## config.mk

```make
export PLATFORM = sky130hd
export DESIGN_NAME = dm_cache_controller
export DESIGN_NICKNAME = d
export VERILOG_FILES = /design/src/rtl/dm_cache_controller.sv
export SDC_FILE = /design/constraint.sdc
export NUM_CORES = 1
export LEC_CHECK = 0
export CAP_MARGIN = 20
export CORE_MARGIN = 10
export CORE_UTILIZATION = 43
export DETAILED_ROUTE_END_ITERATION = 6
export GPL_TIMING_DRIVEN = 0
export HOLD_SLACK_MARGIN = 0.12
export PLACE_DENSITY = 0.76
export SETUP_SLACK_MARGIN = 0.15
export SLEW_MARGIN = 0
export SYNTH_ARGS = -nofsm -noshare
export SYNTH_HDL_FRONTEND = slang
export SYNTH_SLANG_ARGS = --single-unit
```

## constraint.sdc

```tcl
create_clock -name clk -period 1.8 [get_ports clk]
set_clock_uncertainty 0.1 [all_clocks]
set_input_delay 0.18 -clock clk [delete_from_list [all_inputs] [get_ports clk]]
set_output_delay 0.18 -clock clk [all_outputs]
set_load 0.02 [all_outputs]
```

## src/rtl/dm_cache_controller.sv

```systemverilog
// Sequencing FSM for a direct-mapped data cache: initial valid sweep, tag lookup,
// word-by-word block refill from main memory, tag update and hit/access statistics.
module dm_cache_controller #(
  parameter int ADDR_W = 15,
  parameter int IDX_W  = 10,
  parameter int OFS_W  = 2,
  parameter int CNT_W  = 16,
  localparam int TAG_W = ADDR_W - IDX_W - OFS_W
) (
  input  logic              clk,
  input  logic              rst,
  input  logic              req,
  input  logic [ADDR_W-1:0] address,
  output logic              req_ready,
  output logic              hit_OUT,
  output logic              finish_OUT,
  output logic [IDX_W-1:0]  cache_index,
  input  logic [TAG_W-1:0]  tag_rd,
  input  logic              valid_rd,
  output logic              tag_we,
  output logic              valid_clr,
  output logic [OFS_W-1:0]  word_sel,
  output logic              data_we,
  output logic              mem_rd,
  output logic [ADDR_W-1:0] mem_addr,
  input  logic              mem_ready,
  output logic [CNT_W-1:0]  hit_count,
  output logic [CNT_W-1:0]  access_count
);

  typedef enum logic [2:0] {
    S_INIT, S_IDLE, S_LOOKUP, S_FILL, S_UPDATE, S_DONE
  } state_t;

  state_t             r_state;
  state_t             w_next;
  logic [IDX_W-1:0]   r_init_cnt;
  logic [ADDR_W-1:0]  r_addr;
  logic [OFS_W-1:0]   r_w;
  logic               r_finish;
  logic               r_hit_out;
  logic [CNT_W-1:0]   r_hit_cnt;
  logic [CNT_W-1:0]   r_acc_cnt;

  logic [TAG_W-1:0]   w_tag;
  logic [IDX_W-1:0]   w_idx;
  logic               w_lookup_hit;

  assign w_tag        = r_addr[ADDR_W-1:IDX_W+OFS_W];
  assign w_idx        = r_addr[IDX_W+OFS_W-1:OFS_W];
  assign w_lookup_hit = valid_rd && (tag_rd == w_tag);

  // NOTE: every signal driven here gets a default first, so no path leaves one unassigned and no latch is inferred.
  always_comb begin
    w_next      = r_state;
    req_ready   = 1'b0;
    valid_clr   = 1'b0;
    tag_we      = 1'b0;
    data_we     = 1'b0;
    mem_rd      = 1'b0;
    cache_index = w_idx;
    word_sel    = '0;
    mem_addr    = '0;
    case (r_state)
      S_INIT: begin
        valid_clr   = 1'b1;
        cache_index = r_init_cnt;
        if (&r_init_cnt) w_next = S_IDLE;
      end
      S_IDLE: begin
        req_ready = 1'b1;
        if (req) w_next = S_LOOKUP;
      end
      S_LOOKUP: w_next = w_lookup_hit ? S_DONE : S_FILL;
      S_FILL: begin
        mem_rd   = 1'b1;
        mem_addr = {w_tag, w_idx, r_w};
        word_sel = r_w;
        if (mem_ready) begin
          data_we = 1'b1;
          if (&r_w) w_next = S_UPDATE;
        end
      end
      S_UPDATE: begin
        tag_we = 1'b1;
        w_next = S_DONE;
      end
      S_DONE:  w_next = S_IDLE;
      default: w_next = S_INIT;
    endcase
  end

  // NOTE: sequential state uses non-blocking assignments so every register samples pre-edge values.
  always_ff @(posedge clk or negedge rst) begin
    if (!rst) begin
      r_state    <= S_INIT;
      r_init_cnt <= '0;
      r_addr     <= '0;
      r_w        <= '0;
      r_finish   <= 1'b0;
      r_hit_out  <= 1'b0;
      r_hit_cnt  <= '0;
      r_acc_cnt  <= '0;
    end else begin
      r_state   <= w_next;
      r_finish  <= (w_next == S_DONE);
      // The hit flag lives only for the DONE cycle; a refill always finishes as a miss.
      r_hit_out <= (r_state == S_LOOKUP) && w_lookup_hit;
      if (r_state == S_INIT) r_init_cnt <= r_init_cnt + 1'b1;
      if (r_state == S_IDLE && req) r_addr <= address;
      if (r_state == S_LOOKUP) r_w <= '0;
      if (r_state == S_FILL && mem_ready && !(&r_w)) r_w <= r_w + 1'b1;
      if (r_state == S_DONE) begin
        if (!(&r_acc_cnt)) r_acc_cnt <= r_acc_cnt + 1'b1;
        if (r_hit_out && !(&r_hit_cnt)) r_hit_cnt <= r_hit_cnt + 1'b1;
      end
    end
  end

  assign finish_OUT   = r_finish;
  assign hit_OUT      = r_hit_out;
  assign hit_count    = r_hit_cnt;
  assign access_count = r_acc_cnt;

endmodule

```

==> impl_results.md, run 1 <==
* Number of global-route vias before repair at 2,861
* Number of search-and-repair iterations in the first detailed-routing pass at 4
* Placed cell count at 472
* Clk sink count at 62
* Status: finished, violations left
* # IOs at 89
* DRC violation count after routing at 0
* Via total after detailed routing at 2,943
* WHS at 356 ps
* Pwr Density at 1370 nW/um^2
* Initial standard-cell utilization of the core at 0.440
* Post-route worst setup slack at -271 ps
* CP bufs+invs at 4
* Post-Synthesis Cells at 287
* Critical path fanouts, max at 5
* Number of buffers created by CTS at 9
* Met3 routing resource usage after global routing at 0.0809
* Root buffer selected by CTS: sky130_fd_sc_hd__clkbuf_8
* Max Buffers Root-to-Sink at 2
* Hold Crit Class: in -> reg
* Number of hold violations in the final report at 0
* Standard-cell rows at 31
* DIE HEIGHT at 106 um
* Maximum number of pins on one net before global-route repair at 63
* Count of endpoints failing setup in the final report at 46
* Most frequent cells in the layout: 61 x sky130_fd_sc_hd__buf_6, 46 x sky130_fd_sc_hd__dfrtp_1, 32 x sky130_fd_sc_hd__buf_4
* Syn_area_per_cell at 11.1 um^2
* Flops & latches, synth at 62
* Design Power at 7.59 mW
* Endpoint arrival time on the critical path at 1790 ps
* Fill cells at 470
* Fraction of registers with async set or reset after synthesis at 1.00
* Area grow syn2layout at 73.4%
* Fraction of final layout cells sized beyond drive strength 1 at 0.501
* Clock edge transition at the registers on the reported setup and hold paths at 70 ps
* Average wire length per cell after detail routing at 18.4 um
* Critical Path, Cell by Cell: buf_6 > nor3_4 > buf_6 > buf_6 > mux2_4 > buf_6
* Cell family contributing the most delay on the critical path: buffers and inverters
* Reg2Reg Depth at 7
* Critical path's most frequent cell: sky130_fd_sc_hd__buf_6
* Final cell area excluding filler cells at 5530 um^2
* Final core utilization at 0.763
* Die Footprint at 11,300 um^2
* Final Critical Period at 2070 ps
* Fmax at 0.483 GHz
* Number of enable-type register cells in the synthesized netlist at 0
* Launching element type of the critical path: register
* Placeable Area at 7250 um^2
* Reg-to-reg setup timing slack at -210 ps
* Data required time at the worst endpoint at 1520 ps
* Detail Placement HPWL at 6020 um
* Violation count after the first detailed-route iteration at 81
* Synthesis warning total at 0
* Worst Hold Depth at 2
* Flip-flop cell with the highest count after synthesis: sky130_fd_sc_hd__dfrtp_1
* Tightest Pin Transition at 776 ps
* Most used routing layer: met2
* Synthesized net count at 314
* End of the worst register-to-register path: hit_count[14]$_DFFE_PN0P_
* Crit share post-route at 1.15
* Number of nets with antenna violations after routing at 0
* Count of pins over their slew limit at 0
* Initial antenna violation count at 0
* Met2 track utilization from global routing at 0.254
* Combined global-route utilization of all metal layers at 0.155
* Cell area after placement at 4290 um^2
* Slowest library cell on the worst path: sky130_fd_sc_hd__dfrtp_1
* Violated checks: negative setup slack
* Worst voltage drop across the vdd grid at 1150 uV
* Routability Congestion at 0.838
* Origin of the worst min-delay path: address[5]
* Number of logic stages on the critical path including buffering at 6
* Critical path capture point type: output pin
* Dpl ws at -679 ps
* R2R Path Start: r_state[2]$_DFF_PN0_
* Netlist area before placement at 3190 um^2
* Later-pin clock latency in the skew report at 340 ps
* Via density at 5.39
* Unique cell type count in the Yosys netlist at 44
* Register area share after synthesis at 0.486
* Setup repair after global routing missed its margin: yes
* GR Overflow Total at 0
* Biggest cell delay along the critical path at 370 ps
* Setup total negative slack at -6020 ps
* Worst max-slew margin expressed relative to the limit at 0.482
* Final Instance Count excl. Fillers at 546
* H-Tree Depth at 3
* Global-route met1 utilization at 0.174
* Max Cap Viol at 0
* Leakage power at 2.73 nW
* Detailed Route WL at 10,100 um
* Die X-Extent at 106 um
* TritonCTS clock tree: yes
* Global-route wire length before repair at 14,400 um
* PortBufs at 86
* Commonest non-fill, non-tap cell in the layout: sky130_fd_sc_hd__buf_6
* Final antenna diode count at 0
* Post-layout net count at 469
* Endpoint, Worst Hold: r_addr[5]$_DFFE_PN0P_
* Worst setup path category: reg -> out
-- synthesized netlist by cell type, drive strengths merged (8+ instances only) --
library cell | count | share of area
and2 | 18 | 0.035
and3 | 8 | 0.016
and4 | 10 | 0.027
dfrtp | 62 | 0.49
mux2 | 27 | 0.095
nand2 | 16 | 0.019
nand3 | 15 | 0.024
nand4 | 9 | 0.018
nor2 | 19 | 0.022
nor3 | 8 | 0.018
xnor2 | 16 | 0.044
xor2 | 17 | 0.047
-- registers in the layout (all words and copies together), names as in the netlist --
name / flops
access_count: 16
hit_count: 16
r_addr: 13
r_init_cnt: 10
r_state: 3
r_w: 2
finish_OUT: 1
hit_OUT: 1
-- worst reg2reg max path, cell delays in order, from the launching register on --
cell	delay, ps
sky130_fd_sc_hd__dfrtp_1	340
sky130_fd_sc_hd__buf_6	120
sky130_fd_sc_hd__buf_4	110
sky130_fd_sc_hd__buf_6	110
sky130_fd_sc_hd__nand4b_4	100
sky130_fd_sc_hd__or4_4	570
sky130_fd_sc_hd__nor2_2	120
sky130_fd_sc_hd__mux2_2	340
-- power breakdown --
| group | leakage [nW] | switching (mW) | internal, mW |
|---|---|---|---|
| sequential | 0.793 | 0.329 | 1.69 |
| combinational | 1.81 | 1.69 | 2.44 |
| clock | 0.120 | 0.540 | 0.892 |
| total | 2.73 | 2.56 | 5.03 |
-- kinds of logic (layout without fill, tap and decap cells) --
kind of cell	Yosys count	in the layout	synth area share
AND/OR/NAND/NOR	120	120	0.233
flip-flops	62	62	0.486
XOR/XNOR	33	33	0.0906
multiplexers	29	29	0.102
AO/OA/AOI/OAI	23	23	0.0486
buffers and inverters	16	176	0.0247
adder cells (fa/ha/maj)	4	4	0.0157
-- worst max-delay path by stage --
| stage | end | slack, ps | from |
|---|---|---|---|
| finish | cache_index[1] | -270 | r_state[2]$_DFF_PN0_ |
| global route | cache_index[1] | -330 | r_state[2]$_DFF_PN0_ |
| CTS | cache_index[7] | -240 | r_state[2]$_DFF_PN0_ |
| detailed placement | cache_index[7] | -680 | r_state[0]$_DFF_PN0_ |
| global placement | hit_count[0]$_DFFE_PN0P_ | -1830 | rst |
| floorplan | hit_count[14]$_DFFE_PN0P_ | -120 | hit_count[0]$_DFFE_PN0P_ |
-- repair_timing --
action / 4_1_cts / 5_1_grt
hold buffers: 1 / 0
pin swaps: 28 / 31
setup buffers: 34 / 22
setup endpoints to repair: 101 / 92
hold endpoints to repair: 62 / 0
resized for setup: 279 / 80
gates cloned: 0 / 1
-- layer usage --
| metal | wire (um) | vias to the layer above |
|---|---|---|
| li1 | - | 1341 |
| met1 | 3830 | 1473 |
| met2 | 5220 | 112 |
| met3 | 860 | 17 |
| met4 | 140 | 0 |
| met5 | 0 | - |
-- final cells by class --
class / instances / area [um^2] / share of cell area
flip-flops and latches: 62 / 1570 / 0.284
clock inverters: 3 / 65.1 / 0.0118
plain buffers: 12 / 149 / 0.0269
inverters: 4 / 15.0 / 0.00271
repair buffers: 144 / 1430 / 0.259
well taps: 99 / 124 / 0.0224
clock buffers: 13 / 169 / 0.0305
multi-input cells: 209 / 2010 / 0.363
No activity file was read; power rests on OpenSTA's default activity.
==> run 2: changes to the inputs <==
--- a/config.mk
+++ b/config.mk
@@ -10,5 +10,4 @@
 export CORE_UTILIZATION = 43
 export DETAILED_ROUTE_END_ITERATION = 6
-export GPL_TIMING_DRIVEN = 0
 export HOLD_SLACK_MARGIN = 0.12
 export PLACE_DENSITY = 0.76
==> constraint.sdc (replaced) <==
create_clock -name clk -period 1.8 [get_ports clk]
set_clock_uncertainty 0.1 [all_clocks]
set_input_delay 0.18 -clock clk [delete_from_list [all_inputs] [get_ports clk]]
set_output_delay 0.18 -clock clk [all_outputs]
set_load 0.01 [all_outputs]
==> run 2 against run 1 <==
The run still ends with negative setup slack left. Critical endpoint is now cache_index[5]. Register-to-register slack better by 60 ps. Clock power down 12%. Combinational power down 7.5%. First-iteration DRC count up 19%. Power down 6.5%. Die area unchanged. Largest cell class unchanged. Sequential cell count unchanged. Sequential power about the same. Cell area up 0.88%. Final cell count up 1.3%.
==> impl_results.md, run 2 (same netlist as run 1, synthesis figures left out) <==
* Status: finished, violations left
* Violated checks: negative setup slack
* Critical path capture point type: output pin
* Final antenna diode count at 0
* Reg-to-reg setup timing slack at -150 ps
* Worst voltage drop across the vdd grid at 1040 uV
* Placeable Area at 7250 um^2
* Most frequent cells in the layout: 53 x sky130_fd_sc_hd__dfrtp_1, 53 x sky130_fd_sc_hd__buf_6, 46 x sky130_fd_sc_hd__buf_4
* Global-route wire length before repair at 15,200 um
* Endpoint arrival time on the critical path at 1730 ps
* Maximum number of pins on one net before global-route repair at 63
* # IOs at 89
* R2R Path Start: r_state[2]$_DFF_PN0_
* DIE HEIGHT at 106 um
* Pwr Density at 1270 nW/um^2
* Clock edge transition at the registers on the reported setup and hold paths at 80 ps
* Average wire length per cell after detail routing at 18.9 um
* Via density at 5.31
* PortBufs at 86
* Setup total negative slack at -5060 ps
* Count of pins over their slew limit at 0
* Die Footprint at 11,300 um^2
* Number of nets with antenna violations after routing at 0
* Data required time at the worst endpoint at 1520 ps
* Area grow syn2layout at 74.9%
* TritonCTS clock tree: yes
* Launching element type of the critical path: register
* Combined global-route utilization of all metal layers at 0.163
* GR Overflow Total at 0
* Root buffer selected by CTS: sky130_fd_sc_hd__clkbuf_8
* Initial standard-cell utilization of the core at 0.440
* Number of global-route vias before repair at 3,022
* Post-route worst setup slack at -214 ps
* Detail Placement HPWL at 6310 um
* Standard-cell rows at 31
* Number of search-and-repair iterations in the first detailed-routing pass at 4
* Violation count after the first detailed-route iteration at 96
* Final Critical Period at 2010 ps
* Later-pin clock latency in the skew report at 340 ps
* Number of hold violations in the final report at 0
* Number of buffers created by CTS at 9
* Post-layout net count at 476
* Die X-Extent at 106 um
* Max Cap Viol at 0
* Crit share post-route at 1.12
* Count of endpoints failing setup in the final report at 56
* Hold Crit Class: in -> async
* Cell area after placement at 4530 um^2
* Tightest Pin Transition at 403 ps
* Clk sink count at 62
* Fmax at 0.496 GHz
* H-Tree Depth at 3
* Worst setup path category: reg -> out
* Placed cell count at 502
* Design Power at 7.10 mW
* Worst max-slew margin expressed relative to the limit at 0.728
* Fraction of final layout cells sized beyond drive strength 1 at 0.498
* Final core utilization at 0.769
* Worst setup path start: r_state[0]$_DFF_PN0_
* Routability Congestion at 0.838
* Initial antenna violation count at 0
* Setup repair after global routing missed its margin: yes
* Final Instance Count excl. Fillers at 553
* Via total after detailed routing at 2,934
* Max Buffers Root-to-Sink at 2
* Leakage power at 2.76 nW
* Critical path fanouts, max at 5
* Final cell area excluding filler cells at 5580 um^2
* DRC violation count after routing at 0
* Detailed Route WL at 10,500 um
run 2: cell count changes in the layout (fill, tap and decap cells not counted), sizes merged:
cell,previous run,this run
bufinv,2,1
dlymetal6s2s,4,7
clkinv,1,2
buf,99,107
clkinvlp,0,2
clkdlybuf4s50,20,30
dlygate4sd2,29,16
clkbuf,16,13
run 2: critical path, cell delays in order, from the launching register on:
cell and delay (ps):
sky130_fd_sc_hd__dfrtp_1 430, sky130_fd_sc_hd__nor3_4 270, sky130_fd_sc_hd__buf_6 150, sky130_fd_sc_hd__buf_16 110, sky130_fd_sc_hd__mux2_4 310, sky130_fd_sc_hd__buf_6 120
run 2: through the flow:
| step | hold slack [ps] | setup slack, ps |
|---|---|---|
| final | 273 | -214 |
| after global routing | 323 | -261 |
| after CTS | 291 | -185 |
| after detailed placement | 124 | -129 |
| after global placement | 117 | -116 |
| after floorplan | -216 | -144 |
run 2: final cells by class:
| type | count | area [um^2] |
|---|---|---|
| Clock inverter | 5 | 58.8 |
| Tap cell | 99 | 124 |
| Timing Repair Buffer | 163 | 1680 |
| Inverter | 4 | 20.0 |
| Clock buffer | 11 | 141 |
| Fill cell | 478 | 1670 |
| Sequential cell | 62 | 1560 |
| Multi-Input combinational cell | 209 | 2000 |
run 2: path summary, 6_finish.rpt:
kind	to	depth (start not counted)
worst min-delay path	access_count[15]$_DFFE_PN0P_	3
worst max register to register	hit_count[10]$_DFFE_PN0P_	7
max in group asynchronous	r_state[1]$_DFF_PN0_	3
min in group clk	r_addr[5]$_DFFE_PN0P_	2
worst min register to register	access_count[7]$_DFFE_PN0P_	1
worst max-delay path	cache_index[5]	5
run 2: timing repair:
item                       in CTS  in global routing
setup endpoints to repair      91                 98
hold buffers                    1                  0
cloned                          2                  3
hold endpoints to repair       62                  0
setup buffers                  15                 14
gates resized for setup       196                122
pin swaps                      23                 38
run 2: report_power, final:
part           internal [mW]  switching [mW]  total (mW)  leakage [nW]
combinational           2.40            1.42        3.82          1.86
clock                  0.678           0.585        1.26        0.0955
sequential              1.69           0.327        2.02         0.804
run 2: per-layer routing:
layer	vias to the layer above	track usage	wire, um
li1	1353	-	-
met1	1470	0.180	4070
met2	105	0.284	5490
met3	6	0.0652	834
met4	0	0.0464	63
met5	-	0	0
